<file path="config.mk">
export PLATFORM = sky130hd
export DESIGN_NAME = decoder_pipe
export DESIGN_NICKNAME = d
export VERILOG_FILES = /design/src/rtl/decoder_pkg.sv /design/src/rtl/decoder_pipe_core.sv /design/src/rtl/decoder_pipe.sv
export SDC_FILE = /design/constraint.sdc
export NUM_CORES = 1
export LEC_CHECK = 0
export BUFFER_PORTS_ARGS = -buffer_cell sky130_fd_sc_hd__buf_2
export CORE_UTILIZATION = 49
export CTS_CLUSTER_SIZE = 10
export DETAILED_ROUTE_END_ITERATION = 6
export PLACE_DENSITY_LB_ADDON = 0.12
export SYNTH_ARGS = -nofsm -noshare
export SYNTH_HDL_FRONTEND = slang
export SYNTH_HIERARCHICAL = 1
export SYNTH_SLANG_ARGS = --single-unit
</file>
<file path="constraint.sdc">
create_clock -name clk -period 1.7 [get_ports clk]
set_input_delay 0.34 -clock clk [delete_from_list [all_inputs] [get_ports clk]]
set_output_delay 0.34 -clock clk [all_outputs]
set_load 0.005 [all_outputs]
</file>
<file path="src/rtl/decoder_pkg.sv">
// Shared types for the decoder pipeline: decode-mode encoding and buffer depth.
package decoder_pkg;

    typedef enum logic [1:0] {
        DEC_ONEHOT  = 2'd0,
        DEC_THERMO  = 2'd1,
        DEC_ONECOLD = 2'd2,
        DEC_RSVD    = 2'd3
    } decode_mode_e;

    localparam int FIFO_DEPTH = 2;

endpackage

</file>
<file path="src/rtl/decoder_pipe_core.sv">
// Combinational (idx, mode) -> (code, err) decoder.
module decoder_core
    import decoder_pkg::*;
#(
    parameter int IN_W  = 3,
    parameter int OUT_N = 8
) (
    input  logic [IN_W-1:0]  i_idx,
    input  decode_mode_e     i_mode,
    output logic [OUT_N-1:0] o_code,
    output logic             o_err
);

    logic [IN_W:0]    w_idx_ext;
    logic [OUT_N-1:0] w_onehot;
    logic [OUT_N-1:0] w_thermo;
    logic             w_oor;

    localparam logic [IN_W:0] LP_N = (IN_W + 1)'(OUT_N);

    assign w_idx_ext = {1'b0, i_idx};
    // Never true when OUT_N == 2^IN_W, so only the reserved mode can flag then.
    assign w_oor     = (w_idx_ext >= LP_N);

    for (genvar gi = 0; gi < OUT_N; gi++) begin : g_bit
        localparam logic [IN_W:0] LP_GI = (IN_W + 1)'(gi);
        assign w_onehot[gi] = (w_idx_ext == LP_GI);
        assign w_thermo[gi] = (w_idx_ext >= LP_GI);
    end

    always_comb begin
        o_code = '0;
        o_err  = 1'b0;
        if (i_mode == DEC_RSVD) begin
            o_err = 1'b1;
        end else if (w_oor) begin
            o_err  = 1'b1;
            o_code = (i_mode == DEC_ONEHOT) ? '0 : '1;
        end else begin
            case (i_mode)
                DEC_ONEHOT:  o_code = w_onehot;
                DEC_THERMO:  o_code = w_thermo;
                DEC_ONECOLD: o_code = ~w_onehot;
                default:     o_code = '0;
            endcase
        end
    end

endmodule

</file>
<file path="src/rtl/decoder_pipe.sv">
// Binary-to-code decoder with a 2-entry elastic output buffer and a
// saturating error counter.
module decoder_pipe
    import decoder_pkg::*;
#(
    parameter int IN_W  = 3,
    parameter int OUT_N = 8,
    parameter int CNT_W = 8
) (
    input  logic             clk,
    input  logic             rst_n,
    input  logic             in_valid,
    output logic             in_ready,
    input  logic [IN_W-1:0]  in_idx,
    input  logic [1:0]       in_mode,
    output logic             out_valid,
    input  logic             out_ready,
    output logic [OUT_N-1:0] out_code,
    output logic             out_err,
    output logic [CNT_W-1:0] err_cnt,
    input  logic             clr_cnt
);

    if (OUT_N < 2 || OUT_N > (1 << IN_W)) begin : g_bad_param
        $error("decoder_pipe: OUT_N must lie in 2..2^IN_W");
    end

    typedef struct packed {
        logic [OUT_N-1:0] code;
        logic             err;
    } entry_t;

    localparam logic [1:0]       LP_FULL    = 2'(FIFO_DEPTH);
    localparam logic [CNT_W-1:0] LP_CNT_MAX = '1;

    entry_t           r_mem [FIFO_DEPTH];
    logic             r_rd_ptr;
    logic             r_wr_ptr;
    logic [1:0]       r_count;
    logic [CNT_W-1:0] r_err_cnt;

    entry_t           w_entry_in;
    logic             w_push;
    logic             w_pop;

    decoder_core #(
        .IN_W  (IN_W),
        .OUT_N (OUT_N)
    ) u_core (
        .i_idx  (in_idx),
        .i_mode (decode_mode_e'(in_mode)),
        .o_code (w_entry_in.code),
        .o_err  (w_entry_in.err)
    );

    // Handshake flags depend only on registered occupancy.
    assign in_ready  = (r_count != LP_FULL);
    assign out_valid = (r_count != 2'd0);
    assign w_push    = in_valid & in_ready;
    assign w_pop     = out_valid & out_ready;
    assign out_code  = r_mem[r_rd_ptr].code;
    assign out_err   = r_mem[r_rd_ptr].err;
    assign err_cnt   = r_err_cnt;

    for (genvar gi = 0; gi < FIFO_DEPTH; gi++) begin : g_entry
        always_ff @(posedge clk or negedge rst_n) begin
            if (!rst_n) begin
                r_mem[gi] <= '0;
            end else if (w_push && (r_wr_ptr == 1'(gi))) begin
                r_mem[gi] <= w_entry_in;
            end
        end
    end

    always_ff @(posedge clk or negedge rst_n) begin
        if (!rst_n) begin
            r_rd_ptr <= 1'b0;
            r_wr_ptr <= 1'b0;
            r_count  <= 2'd0;
        end else begin
            if (w_push) r_wr_ptr <= ~r_wr_ptr;
            if (w_pop)  r_rd_ptr <= ~r_rd_ptr;
            case ({w_push, w_pop})
                2'b10:   r_count <= r_count + 2'd1;
                2'b01:   r_count <= r_count - 2'd1;
                default: r_count <= r_count;
            endcase
        end
    end

    // Clear wins over a same-cycle erroneous accept.
    always_ff @(posedge clk or negedge rst_n) begin
        if (!rst_n) begin
            r_err_cnt <= '0;
        end else if (clr_cnt) begin
            r_err_cnt <= '0;
        end else if (w_push && w_entry_in.err && (r_err_cnt != LP_CNT_MAX)) begin
            r_err_cnt <= r_err_cnt + 1'b1;
        end
    end

endmodule

</file>
==> After elaboration in Yosys (flattened, before gate mapping) <==
Cells that the tools add are included.
{ "totals": {"reg_bits": 30, "word_cells": 62, "output_inout_bits": 19, "input_bits": 10} }
{ "op_classes": {"order_cmp": 10, "n_reduce_logical": 9, "n_addsub": 3, "eq_ne": 14, "muxes": 12, "bitwise_logic": 6} }
{ "op_table": {"columns": ["cell", "count"], "rows": [
  ["$mux 8", 5],
  ["$mux 9", 3],
  ["$pmux 8 s3", 1],
  ["$eq 3x3->1 const B", 4],
  ["$ge 3x3->1 const B", 4],
  ["$add 8x1->8 const B", 1],
  ["$ne 8x8->1 const B", 1],
  ["$not 8->8", 1],
  ["$eq 2x2->1 const B", 3],
  ["$eq 3x2->1 const B", 2],
  ["$ge 3x1->1 const B", 2],
  ["$ge 3x2->1 const B", 2],
  ["$reduce_bool 2->1", 3],
  ["$eq 2x1->1 const B", 2],
  ["$ge 3x4->1 const B", 1],
  ["$logic_and 1x1->1", 4],
  ["$logic_not 4->1", 1],
  ["$pmux 2 s2", 1],
  ["$eq 3x1->1 const B", 1],
  ["$add 2x1->2 const B", 1],
  ["$and 1x1->1", 2],
  ["$ge 2x2->1 const B", 1],
  ["$logic_not 2->1", 1],
  ["$mux 1", 2],
  ["4 further kinds", 5]
]} }

==> Depth between registers and ports, before layout <==
Gate-level depths: netlist of the first run.
{ "depth": {"depth_word": 7, "ltp_mapped": 6, "mapped_depth_nobuf": 6} }

==> Modules after synthesis <==
The synthesis of the first run kept the hierarchy.
{ "by_module_without_submodules": {"columns": ["module", "area_each_um2", "cells_per_inst", "n_inst"], "rows": [
  ["decoder_pipe", 1390.1, 105, 1],
  ["decoder_core", 219.0, 34, 1]
]} }

==> Least setup slack after synthesis of the first run <==
OpenSTA, ideal clock, no wires.
{ "synth_timing": {"path_type": "register to register", "start": "reg r_err_cnt[0], in the netlist err_cnt[0]", "end": "reg r_err_cnt[4], in the netlist err_cnt[4]", "required_time_ps": 1622, "slack_ps": 103, "setup_ps": 78, "path_stages_with_launch": 7, "arrival_time_ps": 1520, "period_less_slack_ps": 1597, "path_buffers": 1, "path_cell_list": "dfrtp_1 > ha_1 > nand3_1 > o2111ai_4 > buf_6 > or3_1 > a21oi_1"} }
{ "synth_between": {"elab_chain_cells": 3} }
{ "synth_lines": {"columns": ["element", "line", "rtl"], "rows": [
  ["from (decl)", "decoder_pipe.sv:40", "logic [CNT_W-1:0] r_err_cnt;"],
  ["from (signal assigned)", "decoder_pipe.sv:98", "r_err_cnt <= r_err_cnt + 1'b1;"],
  ["$add 8x1->8 / $ne 8x8->1 (equally long branches)", "decoder_pipe.sv:98, decoder_pipe.sv:97", null],
  ["$mux 8 / $logic_and 1x1->1 (equally long branches)", "decoder_pipe.sv:97", "end else if (w_push && w_entry_in.err && (r_err_cnt != LP_CNT_MAX)) begin"],
  ["$mux 8 / $reduce_bool 2->1 (equally long branches)", null, null]
]} }
Several ways; a longest one is shown, not always the timed one. The select of a mux whose other input is x is not followed.
A chain may end at the register's enable or synchronous reset.

==> Worst setup path after layout of the first run <==
{ "layout_timing": {"start": "reg r_rd_ptr", "end": "out out_err"} }
{ "layout_between": {"elab_chain_cells": 4} }
{ "layout_lines": {"columns": ["element", "line", "rtl"], "rows": [
  ["from (decl)", "decoder_pipe.sv:37", "logic r_rd_ptr;"],
  ["from (signal assigned)", "decoder_pipe.sv:82", "if (w_pop) r_rd_ptr <= ~r_rd_ptr;"],
  ["$not 1->2 (implied by the code)", "decoder_pipe.sv:62", "assign out_err = r_mem[r_rd_ptr].err;"],
  ["$mux 9 (implied by the code) (3 in series)", "decoder_pipe.sv:62", null],
  ["to (decl)", "decoder_pipe.sv:19", "output logic out_err,"]
]} }
Every way passes these cells. The select of a mux whose other input is x is not followed.

==> run summary, run 1 <==
Critical path origin -> r_rd_ptr$_DFFE_PN0P_
Antenna violations before repair -> 0
Worst path cell trace -> buf_4, mux2_2, buf_2
Later-pin clock latency in the skew report -> 0.33 ns
Crit path capture -> out_err
Pin count of the biggest net entering global routing -> 31
Final Util -> 62.68%
Cell variety after synth -> 39
R2R Path End -> err_cnt[7]$_DFFE_PN0P_
Area added between synthesis and finish -> 19.91%
Top post-synthesis cells by area -> dfrtp_1, mux2_2, a21oi_1
Reg2reg start -> err_cnt[1]$_DFFE_PN0P_
Total global-route track usage -> 20.99%
Slew Viols, Final -> 0
Area taken by multi-input logic gates -> 820.8 um^2
Setup violators final -> 0
IO Pins -> 29
Most common cell in the netlist -> dfrtp_1
CP Data Arrival Time -> 1.31 ns
Combinational Power Share -> 41.8%
Initial cell density of the core -> 52.28%
Yosys warning total -> 6
CTS H-tree depth -> 2
Fraction of registers with async set/reset -> 100.0%
Max Root-Sink Buffers -> 2
DIE HEIGHT -> 59.31 um
CTS tree -> done
Switching Share -> 31.13%
Vias in the first global route -> 1139
Synth top area share -> 46.66%
Drt pass-1 iters -> 4
Syn_nets -> 151
Clock transition at path regs -> 0.10 ns
Pleak -> 0.8767 nW
Number of buffers created by CTS -> 5
Mean Syn Cell Area -> 11.58 um^2
Post-synthesis instance area -> 0.001609 mm^2
Synth Flop Type -> dfrtp_1
Reg2reg path depth -> 5
Req. time, crit path -> 1.36 ns
# diodes -> 0
Post-route DRC -> 0
Worst Tran Pin Value -> 0.6738 ns
Iteration-0 DRC Markers -> 37
I/O Buffers -> 28
Vias/cell -> 5.388
Setup Skew -> 0.01198 ns
Startpoint types -> flop
Final Critical Period -> 1.652 ns
Nets@finish -> 191
Sink Count -> 30
Synth top cells by count -> dfrtp_1, mux2_2, a21oi_1
Grt ovf -> 0
Normalized max-slew margin -> 55.08%
Flop pwr share -> 41.6%
Routability congestion estimate -> 0.8213
Worst reg-to-reg setup slack -> 0.07 ns
Die ar. -> 0.003517 mm^2
Wire per inst -> 14.52 um
Routed vias -> 1207
Max-cap violations -> 0
FF+latch area -> 752.0 um^2
Crit Path Category -> reg2out
Cts-stage hold buffer count -> 0
Crit-path max cell delay -> 0.36 ns
Post-Syn Instances -> 139
EDFF count, synth -> 0
PD cells -> 1386 mW/mm^2
FF+latch count, synth -> 30
Period utilization -> 97.18%
Detailed Route WL -> 3.252 mm
Worst path slowest cell -> dfrtp_2
Final instance area -> 0.001929 mm^2
Min-Delay Path Class -> in2async
Sw Pwr -> 832.1 uW
Filler Cells Inserted -> 254
Root Buffer -> clkbuf_4
Hpwl dp -> 2.217 mm
Final hold violation count -> 0
Endpoint class of the critical path -> output pin
Critical Path Fanout Max -> 5
Seq/Total Area, Yosys -> 46.66%
Max Freq -> 605.3 MHz
Status -> complete, no violations
First-pass GRT wire length -> 5.326 mm
Post-DP Area -> 0.001817 mm^2
Row count -> 20
Die width -> 59.31 um
Internal -> 1.841 mW
Synth area leader -> dfrtp_1
Area of the core -> 0.003078 mm^2
Layout cells sized above 1 -> 47.22%
Clk pwr share -> 16.6%
Max IR drop VDD -> 0.6755 mV
Antenna viol nets, final -> 0
==> power by group through the flow <==
stage	Clock [mW]	Sequential (mW)	Combinational (mW)
global placement	0	1.15	1.00
detailed placement	0	1.17	1.03
global route	0.486	1.15	1.23
CTS	0.457	1.11	1.13
finish	0.443	1.11	1.12
floorplan	0	1.08	0.767
==> worst min-delay path by stage <==
stage                     startpoint                endpoint  slack, ns  cells after the start
after floorplan                rst_n  err_cnt[0]$_DFFE_PN0P_       0.04                      0
after global placement         rst_n    r_mem[5]$_DFFE_PN0P_       0.40                      1
after detailed placement       rst_n   r_mem[15]$_DFFE_PN0P_       0.41                      1
after CTS                      rst_n  r_count[1]$_DFFE_PN0P_       0.05                      1
after global routing           rst_n  err_cnt[2]$_DFFE_PN0P_       0.09                      1
final                          rst_n  r_count[0]$_DFFE_PN0P_       0.03                      1
==> layout make-up <==
type,count,share of cell area [%]
Inverter,2,0.3891
Timing Repair Buffer,40,12.13
Clock buffer,7,2.853
Tap cell,44,2.853
Sequential cell,30,38.98
Clock inverter,1,0.2594
Multi-Input combinational cell,100,42.54
==> sequential cells by signal, indices dropped and copies added (netlist names) <==
register / count
r_mem: 18
err_cnt: 8
r_count: 2
r_wr_ptr: 1
r_rd_ptr: 1
==> routing by layer <==
metal	track usage (%)	vias to the layer above	wire length, um
met3	4.585	9	128
met5	0	-	0
met2	30.18	25	1502
met1	29.54	581	1550
met4	10.88	0	71
li1	-	592	-
==> cell families (layout without fill, tap and decap cells) <==
| kind of cell | after synthesis | in the layout | share of synthesized area (%) |
|---|---|---|---|
| AOI/OAI and AO/OA | 26 | 26 | 11.43 |
| buffers and inverters | 9 | 50 | 3.421 |
| muxes | 29 | 29 | 20.14 |
| adders and majority gates | 2 | 2 | 1.555 |
| and+or+nand+nor | 36 | 36 | 12.99 |
| xor gates and xnor gates | 7 | 7 | 3.810 |
| DFF | 30 | 30 | 46.66 |
==> critical path: cells and delay by family (launching register included) <==
| kind | cells | cell delay (ns) |
|---|---|---|
| DFF | 1 | 0.36 |
| muxes | 1 | 0.35 |
| buffers and inverters | 2 | 0.28 |
==> per-stage QoR <==
stage | hold slack (ns) | setup TNS [ns] | total power, mW | instances | worst slack (ns)
floorplan | 0.04441 | 0 | 1.851 | 139 | 0.1025
global placement | 0.3988 | 0 | 2.154 | 212 | 0.09280
detailed placement | 0.4131 | 0 | 2.199 | 212 | 0.009986
CTS | 0.04769 | 0 | 2.695 | 222 | 0.01123
global route | 0.08791 | -0.01486 | 2.860 | 224 | -0.01486
finish | 0.03479 | 0 | 2.673 | 224 | 0.04800
==> repair_timing <==
action / in CTS / in global routing
resized for setup: 3 / 3
setup endpoints to repair: 12 / 4
pin swaps: 0 / 1
setup buffers: 2 / 2
endpoints found under the hold margin: 0 / 0
==> cell usage in the layout, fill, tap and decap left out, drive strengths merged <==
master	count
mux2i	2
a211oi	2
buf	40
and3	1
a311oi	1
o32ai	3
and2	2
or2b	1
nand2	4
a21o	1
nand2b	1
a21oi	7
o2111ai	1
o21a	1
nor3	1
xnor2	4
nor2b	2
nand3	6
clkbuf	7
or3	3
ha	2
o21ai	7
nor2	9
dfrtp	30
o31ai	3
or4	3
or2	1
mux2	27
and3b	1
clkinv	1
inv	2
nand4	1
xor2	3
No activity file was read; power rests on OpenSTA's default activity.
==> run 2, diff against run 1 <==
--- a/config.mk
+++ b/config.mk
@@ -6,7 +6,7 @@
 export NUM_CORES = 1
 export LEC_CHECK = 0
 export BUFFER_PORTS_ARGS = -buffer_cell sky130_fd_sc_hd__buf_2
-export CORE_UTILIZATION = 49
+export CORE_UTILIZATION = 59
 export CTS_CLUSTER_SIZE = 10
 export DETAILED_ROUTE_END_ITERATION = 6
 export PLACE_DENSITY_LB_ADDON = 0.12
==> constraint.sdc (replaced) <==
create_clock -name clk -period 2 [get_ports clk]
set_input_delay 0.4 -clock clk [delete_from_list [all_inputs] [get_ports clk]]
set_output_delay 0.4 -clock clk [all_outputs]
set_load 0.005 [all_outputs]
==> run 2 against run 1 <==
Compared with the run above:
- core utilization rose by 9.2 points
- power shrank 17%
- combinational power fell by 24%
- flip-flop and latch count unchanged
- largest power group is now registers
- clock power fell by 14%
- final cell count down 11%
- cell area down 6.0%
- sequential power shrank 11%
==> run summary, run 2 (same netlist as run 1, synthesis figures left out) <==
Sink Count -> 30 (unchanged)
Drt pass-1 iters -> 4 (unchanged)
Setup Skew -> 0.01446 ns (was 0.01198 ns)
Grt ovf -> 0 (unchanged)
Iteration-0 DRC Markers -> 19 (was 37)
Post-CTS setup buffer count -> 0 (was 2)
Slew Viols, Final -> 0 (unchanged)
Reg2reg path depth -> 5 (unchanged)
Endpoint class of the critical path -> output pin (unchanged)
Critical path origin -> r_rd_ptr$_DFFE_PN0P_ (unchanged)
Commonest non-fill, non-tap cells in the layout -> dfrtp_1, buf_2, mux2_2, a21oi_1, nor2_1 (was dfrtp_1, buf_2, mux2_2, buf_4, a21oi_1)
Antenna viol nets, final -> 0 (unchanged)
Post-route DRC -> 0 (unchanged)
Min-Delay Path Class -> in2async (unchanged)
Final WS setup -> 0.08920 ns (was 0.04800 ns)
PD cells -> 1225 mW/mm^2 (was 1386 mW/mm^2)
# diodes -> 0 (unchanged)
Pleak -> 0.8299 nW (was 0.8767 nW)
Setup TNS -> 0 ns (unchanged)
Fin Hold WS -> 0.07884 ns (was 0.03479 ns)
Normalized max-slew margin -> 56.38% (was 55.08%)
Clock transition at path regs -> 0.10 ns (about the same)
Initial cell density of the core -> 63.79% (was 52.28%)
Routability congestion estimate -> 0.7950 (was 0.8213)
First-pass GRT wire length -> 4.809 mm (was 5.326 mm)
Critical Path Fanout Max -> 10 (was 5)
Pin count of the biggest net entering global routing -> 31 (unchanged)
Status -> complete, no violations (unchanged)
Nets@finish -> 181 (was 191)
Power, Total -> 2.223 mW (was 2.673 mW)
Worst reg-to-reg setup slack -> 0.19 ns (was 0.07 ns)
Max Root-Sink Buffers -> 2 (unchanged)
Wire per inst -> 15.90 um (was 14.52 um)
Setup violators final -> 0 (unchanged)
Period utilization -> 95.54%
Req. time, crit path -> 1.60 ns (was 1.36 ns)
Area added between synthesis and finish -> 12.75% (was 19.91%)
Die width -> 54.22 um (was 59.31 um)
Die ar. -> 0.002940 mm^2 (was 0.003517 mm^2)
Placed Instances -> 192 (was 212)
Hpwl dp -> 2.211 mm (was 2.217 mm)
CTS tree -> done (unchanged)
Max Freq -> 523.3 MHz
Number of buffers created by CTS -> 5 (unchanged)
Final instance area -> 0.001814 mm^2 (was 0.001929 mm^2)
Worst Tran Pin Value -> 0.6542 ns (was 0.6738 ns)
Layout cells sized above 1 -> 42.35% (was 47.22%)
Final cell count without fillers -> 200 (was 224)
Root Buffer -> clkbuf_4 (unchanged)
Crit path capture -> out_code[5] (was out_err)
Final Util -> 71.92% (was 62.68%)
Reg2reg start -> err_cnt[0]$_DFFE_PN0P_ (was err_cnt[1]$_DFFE_PN0P_)
Vias/cell -> 6.055 (was 5.388)
Top reg by flops -> r_mem (unchanged)
Largest register FFs -> 18 (unchanged)
CP Data Arrival Time -> 1.51 ns (was 1.31 ns)
Row count -> 18 (was 20)
IO Pins -> 29 (unchanged)
Commonest non-fill, non-tap cell in the layout -> dfrtp_1 (unchanged)
Routed vias -> 1211 (was 1207)
Vias in the first global route -> 1092 (was 1139)
RSZ-0062 raised after global routing -> false
Final hold violation count -> 0 (unchanged)
Max-cap violations -> 0 (unchanged)
Area of the core -> 0.002522 mm^2 (was 0.003078 mm^2)
Final Critical Period -> 1.911 ns
Startpoint types -> flop (unchanged)
Filler Cells Inserted -> 186 (was 254)
Cts-stage hold buffer count -> 0 (unchanged)
Detailed Route WL -> 3.179 mm (was 3.252 mm)
Antenna violations before repair -> 0 (unchanged)
Post-CTS sizing -> 0 (was 3)
Max IR drop VDD -> 1.141 mV (was 0.6755 mV)
I/O Buffers -> 28 (unchanged)
CTS H-tree depth -> 2 (unchanged)
Later-pin clock latency in the skew report -> 0.33 ns (about the same)
R2R Path End -> err_cnt[5]$_DFFE_PN0P_ (was err_cnt[7]$_DFFE_PN0P_)
DIE HEIGHT -> 54.22 um (was 59.31 um)
Place WS -> 0.1444 ns (was 0.009986 ns)
Post-DP Area -> 0.001754 mm^2 (was 0.001817 mm^2)
Crit Path Category -> reg2out (unchanged)
Total global-route track usage -> 24.50% (was 20.99%)
==> run 2: worst max-delay path: stages (launching register included) <==
cell and delay [ns]:
dfrtp_1 0.66, mux2_2 0.39, buf_2 0.13
==> run 2: how the worst min path moves through the flow <==
stage          start                endpoint  depth (start not counted)  slack [ns]
2_1_floorplan  rst_n  err_cnt[0]$_DFFE_PN0P_                          0        0.10
3_3_place_gp   rst_n  err_cnt[3]$_DFFE_PN0P_                          1        0.45
3_5_place_dp   rst_n  err_cnt[3]$_DFFE_PN0P_                          1        0.46
4_1_cts        rst_n  err_cnt[3]$_DFFE_PN0P_                          1         0.1
5_1_grt        rst_n  err_cnt[6]$_DFFE_PN0P_                          1        0.13
6_report       rst_n  err_cnt[3]$_DFFE_PN0P_                          1        0.08
==> run 2: routing by layer <==
metal | wire length [um] | share of wire (%) | up-vias | global-route usage, %
li1 | - | - | 571 | -
met1 | 1438 | 45 | 604 | 28.75
met2 | 1543 | 49 | 29 | 40.24
met3 | 134 | 4.2 | 7 | 6.389
met4 | 62 | 2.0 | 0 | 14.10
met5 | 0 | 0 | - | 0
==> run 2: final cells by class <==
type	count	area (um^2)	area share [%]
clock inverter	1	5.005	0.2759
tap	30	37.54	2.069
sequential	30	750.7	41.38
inverter	2	7.507	0.4138
multi-input combinational	100	803.3	44.28
timing repair buffer	30	155.1	8.552
clock buffer	7	55.05	3.034
==> run 2: power breakdown <==
part | switching (mW) | internal, mW
registers | 0.164 | 0.825
clock network | 0.209 | 0.170
logic | 0.333 | 0.521
total | 0.707 | 1.52
